$ cat src/rtl/operand_stack.sv
// operand_stack: LIFO data stack for the processor datapath.
// Accepts at most one of push/pop/replace per cycle; exposes top/next-on-stack
// combinationally, plus empty/full status and sticky error flags.
module operand_stack #(
    parameter int DATA_W = 8,
    parameter int DEPTH  = 16,
    parameter int CNT_W  = 5
) (
    input  logic              clk,
    input  logic              reset,
    input  logic              push,
    input  logic              pop,
    input  logic              replace,
    input  logic              clear_err,
    input  logic [DATA_W-1:0] data_in,
    output logic [DATA_W-1:0] tos,
    output logic [DATA_W-1:0] nos,
    output logic [CNT_W-1:0]  count,
    output logic              empty,
    output logic              full,
    output logic              overflow,
    output logic              underflow,
    output logic              illegal
);

    localparam int AW = (DEPTH > 1) ? $clog2(DEPTH) : 1;
    localparam logic [CNT_W-1:0] DEPTH_C = CNT_W'(DEPTH);
    localparam logic [CNT_W-1:0] ONE_C   = CNT_W'(1);
    localparam logic [CNT_W-1:0] TWO_C   = CNT_W'(2);

    logic [DATA_W-1:0] mem [DEPTH];
    logic [CNT_W-1:0]  cnt_q;
    logic [CNT_W-1:0]  cnt_m1;
    logic [CNT_W-1:0]  cnt_m2;

    logic multi_cmd;
    logic do_push;
    logic do_pop;
    logic do_replace;
    logic ovf_evt;
    logic unf_evt;

    // Command decode: legal single commands and the error events they raise
    always_comb begin
        multi_cmd  = (push & pop) | (push & replace) | (pop & replace);
        do_push    = 1'b0;
        do_pop     = 1'b0;
        do_replace = 1'b0;
        ovf_evt    = 1'b0;
        unf_evt    = 1'b0;
        if (!multi_cmd) begin
            if (push) begin
                if (cnt_q < DEPTH_C) do_push = 1'b1;
                else                 ovf_evt = 1'b1;
            end
            if (pop) begin
                if (cnt_q >= ONE_C) do_pop  = 1'b1;
                else                unf_evt = 1'b1;
            end
            if (replace) begin
                if (cnt_q >= TWO_C) do_replace = 1'b1;
                else                unf_evt    = 1'b1;
            end
        end
    end

    assign cnt_m1 = cnt_q - ONE_C;
    assign cnt_m2 = cnt_q - TWO_C;

    // Storage writes; contents are never cleared since reads are masked by count
    always_ff @(posedge clk) begin
        if (!reset) begin
            if (do_push)
                mem[cnt_q[AW-1:0]] <= data_in;
            else if (do_replace)
                mem[cnt_m2[AW-1:0]] <= data_in;
        end
    end

    // Entry count; replace is a net decrement of one
    always_ff @(posedge clk) begin
        if (reset)
            cnt_q <= '0;
        else if (do_push)
            cnt_q <= cnt_q + ONE_C;
        else if (do_pop || do_replace)
            cnt_q <= cnt_m1;
    end

    // Sticky error flags; a same-cycle error overrides clear_err
    always_ff @(posedge clk) begin
        if (reset) begin
            overflow  <= 1'b0;
            underflow <= 1'b0;
            illegal   <= 1'b0;
        end else begin
            overflow  <= (overflow  & ~clear_err) | ovf_evt;
            underflow <= (underflow & ~clear_err) | unf_evt;
            illegal   <= (illegal   & ~clear_err) | multi_cmd;
        end
    end

    // Masked read ports and status
    always_comb begin
        tos = '0;
        nos = '0;
        if (cnt_q >= ONE_C) tos = mem[cnt_m1[AW-1:0]];
        if (cnt_q >= TWO_C) nos = mem[cnt_m2[AW-1:0]];
    end

    assign count = cnt_q;
    assign empty = (cnt_q == '0);
    assign full  = (cnt_q == DEPTH_C);

endmodule

$ cat config.mk
export PLATFORM = sky130hd
export DESIGN_NAME = operand_stack
export DESIGN_NICKNAME = d
export VERILOG_FILES = /design/src/rtl/operand_stack.sv
export SDC_FILE = /design/constraint.sdc
export NUM_CORES = 1
export LEC_CHECK = 0
export BUFFER_PORTS_ARGS = -buffer_cell sky130_fd_sc_hd__buf_2
export CORE_MARGIN = 1.5
export CORE_UTILIZATION = 60
export DETAILED_ROUTE_END_ITERATION = 6
export PLACE_DENSITY = 0.87
export SETUP_SLACK_MARGIN = 0.4
export SYNTH_ARGS = -nofsm -noshare
export SYNTH_HDL_FRONTEND = slang
export SYNTH_SLANG_ARGS = --single-unit
$ cat constraint.sdc
create_clock -name clk -period 3.59 [get_ports clk]
set_clock_uncertainty 0.1 [all_clocks]
set_input_delay 0.718 -clock clk [delete_from_list [all_inputs] [get_ports clk]]
set_output_delay 0.718 -clock clk [all_outputs]
set_load 0.02 [all_outputs]
==> results.toml, run 1 <==
[drt]
drt-initial-drc-count = 498
drc = 0
finalWirelength_um = 17300
routedWlPerCell_um = 28.5
routed_via_density = 7.13
ant_nets = 0
firstDrtPassIters = 5
vias = 4316

[clocking]
numCtsBuffers = 17
cts_root_buf = "clkbuf_16"
cts_tree = "yes"
cts.htree.levels = 4
clkLatencyLatePin_ns = 0.42
cts_buffer_depth = 2
clk_pin_slew_ns = 0.06
cts.hold.buffers_added = 0
cts_sinks = 136

[sta]
hold_violations = 0
finalCritPeriodShare_pct = 90.7
timing.final.crit_period_ns = 3.26
worstMarginPinSlew_ns = 1.02
setup_viol = 0
fmax_mhz = 307
setup_ws_ns = 0.334
slew_headroom_pct = 31.8
whs_ns = 0.389
rsz0062_at_grt = "true"
tns_ns = 0
slew_violations = 0

[placement]
placed_cells = 561
place_congestion = 0.911
io_buffers = 39
hpwl_um = 10400
place_ws_ns = 0.159
place_area_sq_mm = 0.00726

[logic_synthesis]
ys_seq_area_share_pct = 59.0
syn-cell-area_sq_mm = 0.00679
yosysTopAreaCell = "edfxtp_1"
synth_top_area_share_pct = 56.6
async_flop_share_pct = 0
syn_area_per_cell_sq_um = 17.4
yosys-top-cells-count = "edfxtp_1 (128), mux4_2 (64), mux2i_1 (37)"
synth_edf_count = 128
syn-num-nets = 412
yosysMostFrequentCell = "edfxtp_1"
yosysWarningCount = 0
ys.flop_type = "edfxtp_1"
ys_types = 48
ys_ff_latch = 136
syn-instance-count = 391
ys_top_cells_by_area = "edfxtp_1 (57%), mux4_2 (21%), mux2i_1 (5.5%)"

[cells_and_area]
synthToLayoutAreaGrowth_pct = 19.3
final_cells = 605
layout-drive-gt1-share_pct = 43.8
stdcell_area_sq_mm = 0.00810
final_nets = 473

[global_routing]
antenna_found_initial = 1
grt_max_degree = 58
gr-total-overflow = 0
grtUsageTotal_pct = 31.5
grt_pass1_wl_um = 25800
grt_pass1_vias = 4418

[floorplan]
fp.dieH_um = 109
core_area_sq_mm = 0.0109
initial_core_util_pct = 62.1
ios = 40
num_rows = 38
dieArea_sq_mm = 0.0120
die_w_um = 109

[worst_setup_path]
critPathRequiredTime_ns = 2.77
critPathArrivalTime_ns = 2.44
startpoint_type = "flip-flop"
critPathMaxFanout = 8
worstSetupEndpointType = "output pin"
crit_type = "reg2out"

[power]
leakage_uw = 0.00268
switching_share_pct = 37.9
power_density_mw_per_mm2 = 859
vdd_drop_max_v = 0.00121
netSwitchingPower_uw = 2640
combPwrFrac_pct = 50.7
power_frac_seq_pct = 26.4
clkPwrFrac_pct = 22.9
internal_power_uw = 4310

[run]
maxCapViolCount = 0

[hold_path]
hold_class = "reg2reg"

[status]
status = "finished, final reports clean"
-- routing by layer --
layer	wire length, um	track usage (%)	vias up
met4	772	16.5	0
met2	8670	51.5	327
met1	6190	39.5	2169
li1	-	-	1749
met5	0	0	-
met3	1640	7.59	71
-- worst paths after layout --
path         startpoint  cells past startpoint  slack (ns)   endpoint
min reg2reg   underflow                      2        0.39  underflow
max reg2reg    count[1]                      7        0.50  mem[4][2]
min           underflow                      2        0.39  underflow
max            count[1]                      7        0.33     tos[2]
-- layout make-up --
| cell class | instances | area (sq um) |
|---|---|---|
| Inverter | 8 | 33.8 |
| Clock inverter | 13 | 106 |
| Antenna cell | 1 | 2.50 |
| Tap cell | 140 | 175 |
| Timing Repair Buffer | 69 | 515 |
| Multi-Input combinational cell | 220 | 2820 |
| Fill cell | 622 | 2840 |
| Clock buffer | 18 | 429 |
| Sequential cell | 136 | 4010 |
-- kinds of logic after synthesis --
kind of cell | synth area share, %
simple gates | 5.40
fa+ha+maj | 1.44
mux | 27.2
compound gates | 4.17
xor+xnor | 0.498
flops | 59.0
buf+inv | 2.34
-- timing repair --
item,in CTS,in global routing
setup endpoints to repair,16,24
hold endpoints to repair,0,0
setup buffers,11,0
pin swaps,7,4
cloned,1,0
gates resized for setup,30,13
-- flip-flops by register name, indices dropped and copies added, names as in the netlist --
name / cells
count: 5
mem: 128
underflow: 1
overflow: 1
illegal: 1
-- stage by stage --
step	total power (uW)	utilization (%)
global route	7180	74.0
floorplan	3940	-
CTS	6790	73.5
global placement	4690	66.4
detailed placement	4740	66.4
finish	6950	74.0
-- cell usage in the layout, fill, tap and decap left out, types with 4 or more instances in the layout --
cell type	count
ha_1	5
edfxtp_1	128
buf_4	28
o22ai_2	5
inv_1	6
o22ai_4	4
nor2_1	28
mux4_2	64
clkbuf_16	17
mux2i_2	5
nor4b_1	4
dfxtp_1	5
buf_6	4
a21oi_1	7
o22ai_1	7
buf_2	33
mux2i_1	31
-- critical path, stage by stage (launching register included) --
cell	delay [ns]
dfxtp_4	0.35
clkinvlp_4	0.12
ha_4	0.17
or3b_4	0.38
or3_4	0.43
nand2b_4	0.26
o22ai_2	0.12
buf_4	0.17
-- power groups by stage --
stage | clock [uW] | sequential [uW] | combinational, uW
final | 1590 | 1840 | 3520
after global routing | 1660 | 1840 | 3670
after CTS | 1600 | 1830 | 3360
after detailed placement | 0 | 1880 | 2860
after global placement | 0 | 1870 | 2820
after floorplan | 0 | 1860 | 2080
No activity file was read; power rests on OpenSTA's default activity.
==> inputs of run 2 (changes only) <==
--- a/config.mk
+++ b/config.mk
@@ -7,9 +7,9 @@
 export LEC_CHECK = 0
 export BUFFER_PORTS_ARGS = -buffer_cell sky130_fd_sc_hd__buf_2
 export CORE_MARGIN = 1.5
-export CORE_UTILIZATION = 60
+export CORE_UTILIZATION = 42
 export DETAILED_ROUTE_END_ITERATION = 6
-export PLACE_DENSITY = 0.87
+export PLACE_DENSITY = 0.67
 export SETUP_SLACK_MARGIN = 0.4
 export SYNTH_ARGS = -nofsm -noshare
 export SYNTH_HDL_FRONTEND = slang
==> results.toml, run 2 (synthesis gave the netlist of run 1 again) <==
[power]
internal_power_uw = 4300
vdd_drop_max_v = 0.000562
p_total_uw = 6880
clkPwrFrac_pct = 23.7
switching_share_pct = 37.4
power_density_mw_per_mm2 = 837
leakage_uw = 0.00270
power_frac_seq_pct = 26.6
netSwitchingPower_uw = 2570
combPwrFrac_pct = 49.7

[clocking]
cts.htree.levels = 4
clkLatencyLatePin_ns = 0.42
cts.hold.buffers_added = 0
cts_sinks = 136
numCtsBuffers = 17
cts_root_buf = "clkbuf_16"
cts_buffer_depth = 2
cts_tree = "yes"
clk_pin_slew_ns = 0.06

[worst_setup_path]
slowest_stage = "dfxtp_2"
critPathArrivalTime_ns = 2.36
critPathMaxFanout = 9
path_cells = "clkinv_4 -> ha_4 -> xor2_1 -> buf_4 -> nand2_1 -> o22ai_1 -> buf_2"
crit_type = "reg2out"
worstSetupEndpointType = "output pin"
cp-startpoint = "count[1]"
slowest_delay_ns = 0.38
critPathRequiredTime_ns = 2.77
cp_num_buf_inv = 3
startpoint_type = "flip-flop"
r2r_end = "mem[4][0]"
r2r-start = "count[1]"
r2r_setup_slack_ns = 0.61
critPathTopFamily = "buffers and inverters"
ff2ff_path_depth = 7

[global_routing]
gr-total-overflow = 0
antenna_found_initial = 0
grt_pass1_wl_um = 26200
grt_pass1_vias = 4277
grt_max_degree = 42
grtUsageTotal_pct = 22.1

[placement]
place_congestion = 0.861
hpwl_um = 11000
io_buffers = 39
place_ws_ns = 0.323
place_area_sq_mm = 0.00737

[cells_and_area]
synthToLayoutAreaGrowth_pct = 21.1
nFillCells = 1295
largest_reg_flops = 128
diodes = 0
stdcell_area_sq_mm = 0.00822
final_cell_mix = "edfxtp_1 (128), mux4_2 (64), mux2i_1 (33), buf_2 (33), buf_4 (31)"
final_nets = 477
layout-drive-gt1-share_pct = 43.9
final_common_cell = "edfxtp_1"

[drt]
firstDrtPassIters = 6
routed_via_density = 5.99
finalWirelength_um = 17500
drt-initial-drc-count = 398
vias = 4102
drc = 0
ant_nets = 0
routedWlPerCell_um = 25.5

[sta]
setup_viol = 0
finalCritPeriodShare_pct = 88.5
rsz0062_at_grt = "true"
slew_violations = 0
fmax_mhz = 315
tns_ns = 0
hold_violations = 0
timing.final.crit_period_ns = 3.18
setup_ws_ns = 0.413
worstMarginPinSlew_ns = 0.953
slew_headroom_pct = 36.3

[floorplan]
fp.dieH_um = 130
core_area_sq_mm = 0.0158
ios = 40
die_w_um = 130
initial_core_util_pct = 42.9
dieArea_sq_mm = 0.0169
num_rows = 46

[hold_path]
hold_start = "underflow"
min_to = "underflow"
hold_class = "reg2reg"
whs_path_depth = 2

[run]
maxCapViolCount = 0

[status]
status = "finished, final reports clean"
==> run 2: cell count changes in the layout (fill, tap and decap cells not counted), sizes merged, moves of 2 or more <==
cell,delta
clkinvlp,+3
bufbuf,+2
clkinv,-2
buf,+2
==> run 2: power by group through the flow <==
stage	logic, uW	clock network [uW]	registers (uW)
2_1_floorplan	2080	0	1860
3_3_place_gp	2890	0	1850
3_5_place_dp	2920	0	1850
4_1_cts	3170	1640	1830
5_1_grt	3590	1710	1830
6_report	3410	1630	1830
==> run 2: metal layers <==
metal,vias to the layer above,GRT usage [%],routed length [um]
met1,2133,29.1,7190
met2,195,36.8,8820
li1,1753,-,-
met3,21,5.82,1270
met5,-,0,0
met4,0,5.75,182
==> run 2: repair_timing <==
item / CTS / global route
buffers inserted: 2 / 8
setup endpoints to repair: 16 / 14
gates cloned: 2 / 0
pin swaps: 2 / 3
resized for setup: 20 / 17
==> run 2: worst max path at each step <==
stage	endpoint	slack, ns	cells after the start
after global placement	tos[6]	0.38	7
after CTS	tos[4]	0.40	7
after detailed placement	tos[6]	0.32	7
final	nos[7]	0.41	7
after floorplan	tos[0]	0.41	9
after global routing	tos[0]	0.34	7
==> run 2: per-stage QoR <==
stage / hold WS (ns) / cells / util [%]
floorplan: 0.440 / 391 / -
global placement: 0.357 / 641 / 46.6
detailed placement: 0.360 / 641 / 46.6
CTS: 0.368 / 677 / 51.1
global route: 0.395 / 685 / 51.9
finish: 0.363 / 685 / 51.9
==> run 2: tightest hold or removal path, delay by kind of cell, from the launching register on <==
kind               cells  cell delay [ns]
AOI/OAI and AO/OA      1             0.05
DFF                    1             0.31
and+or+nand+nor        1             0.06
==> run 2: cell type report <==
cell class / instances / area, sq um / area share [%]
clock buffers: 17 / 425 / 5.18
clock inverters: 15 / 129 / 1.57
inverters: 8 / 35.0 / 0.426
multi-input cells: 220 / 2780 / 33.9
flip-flops and latches: 136 / 4010 / 48.8
well taps: 216 / 270 / 3.29
repair buffers: 73 / 567 / 6.90
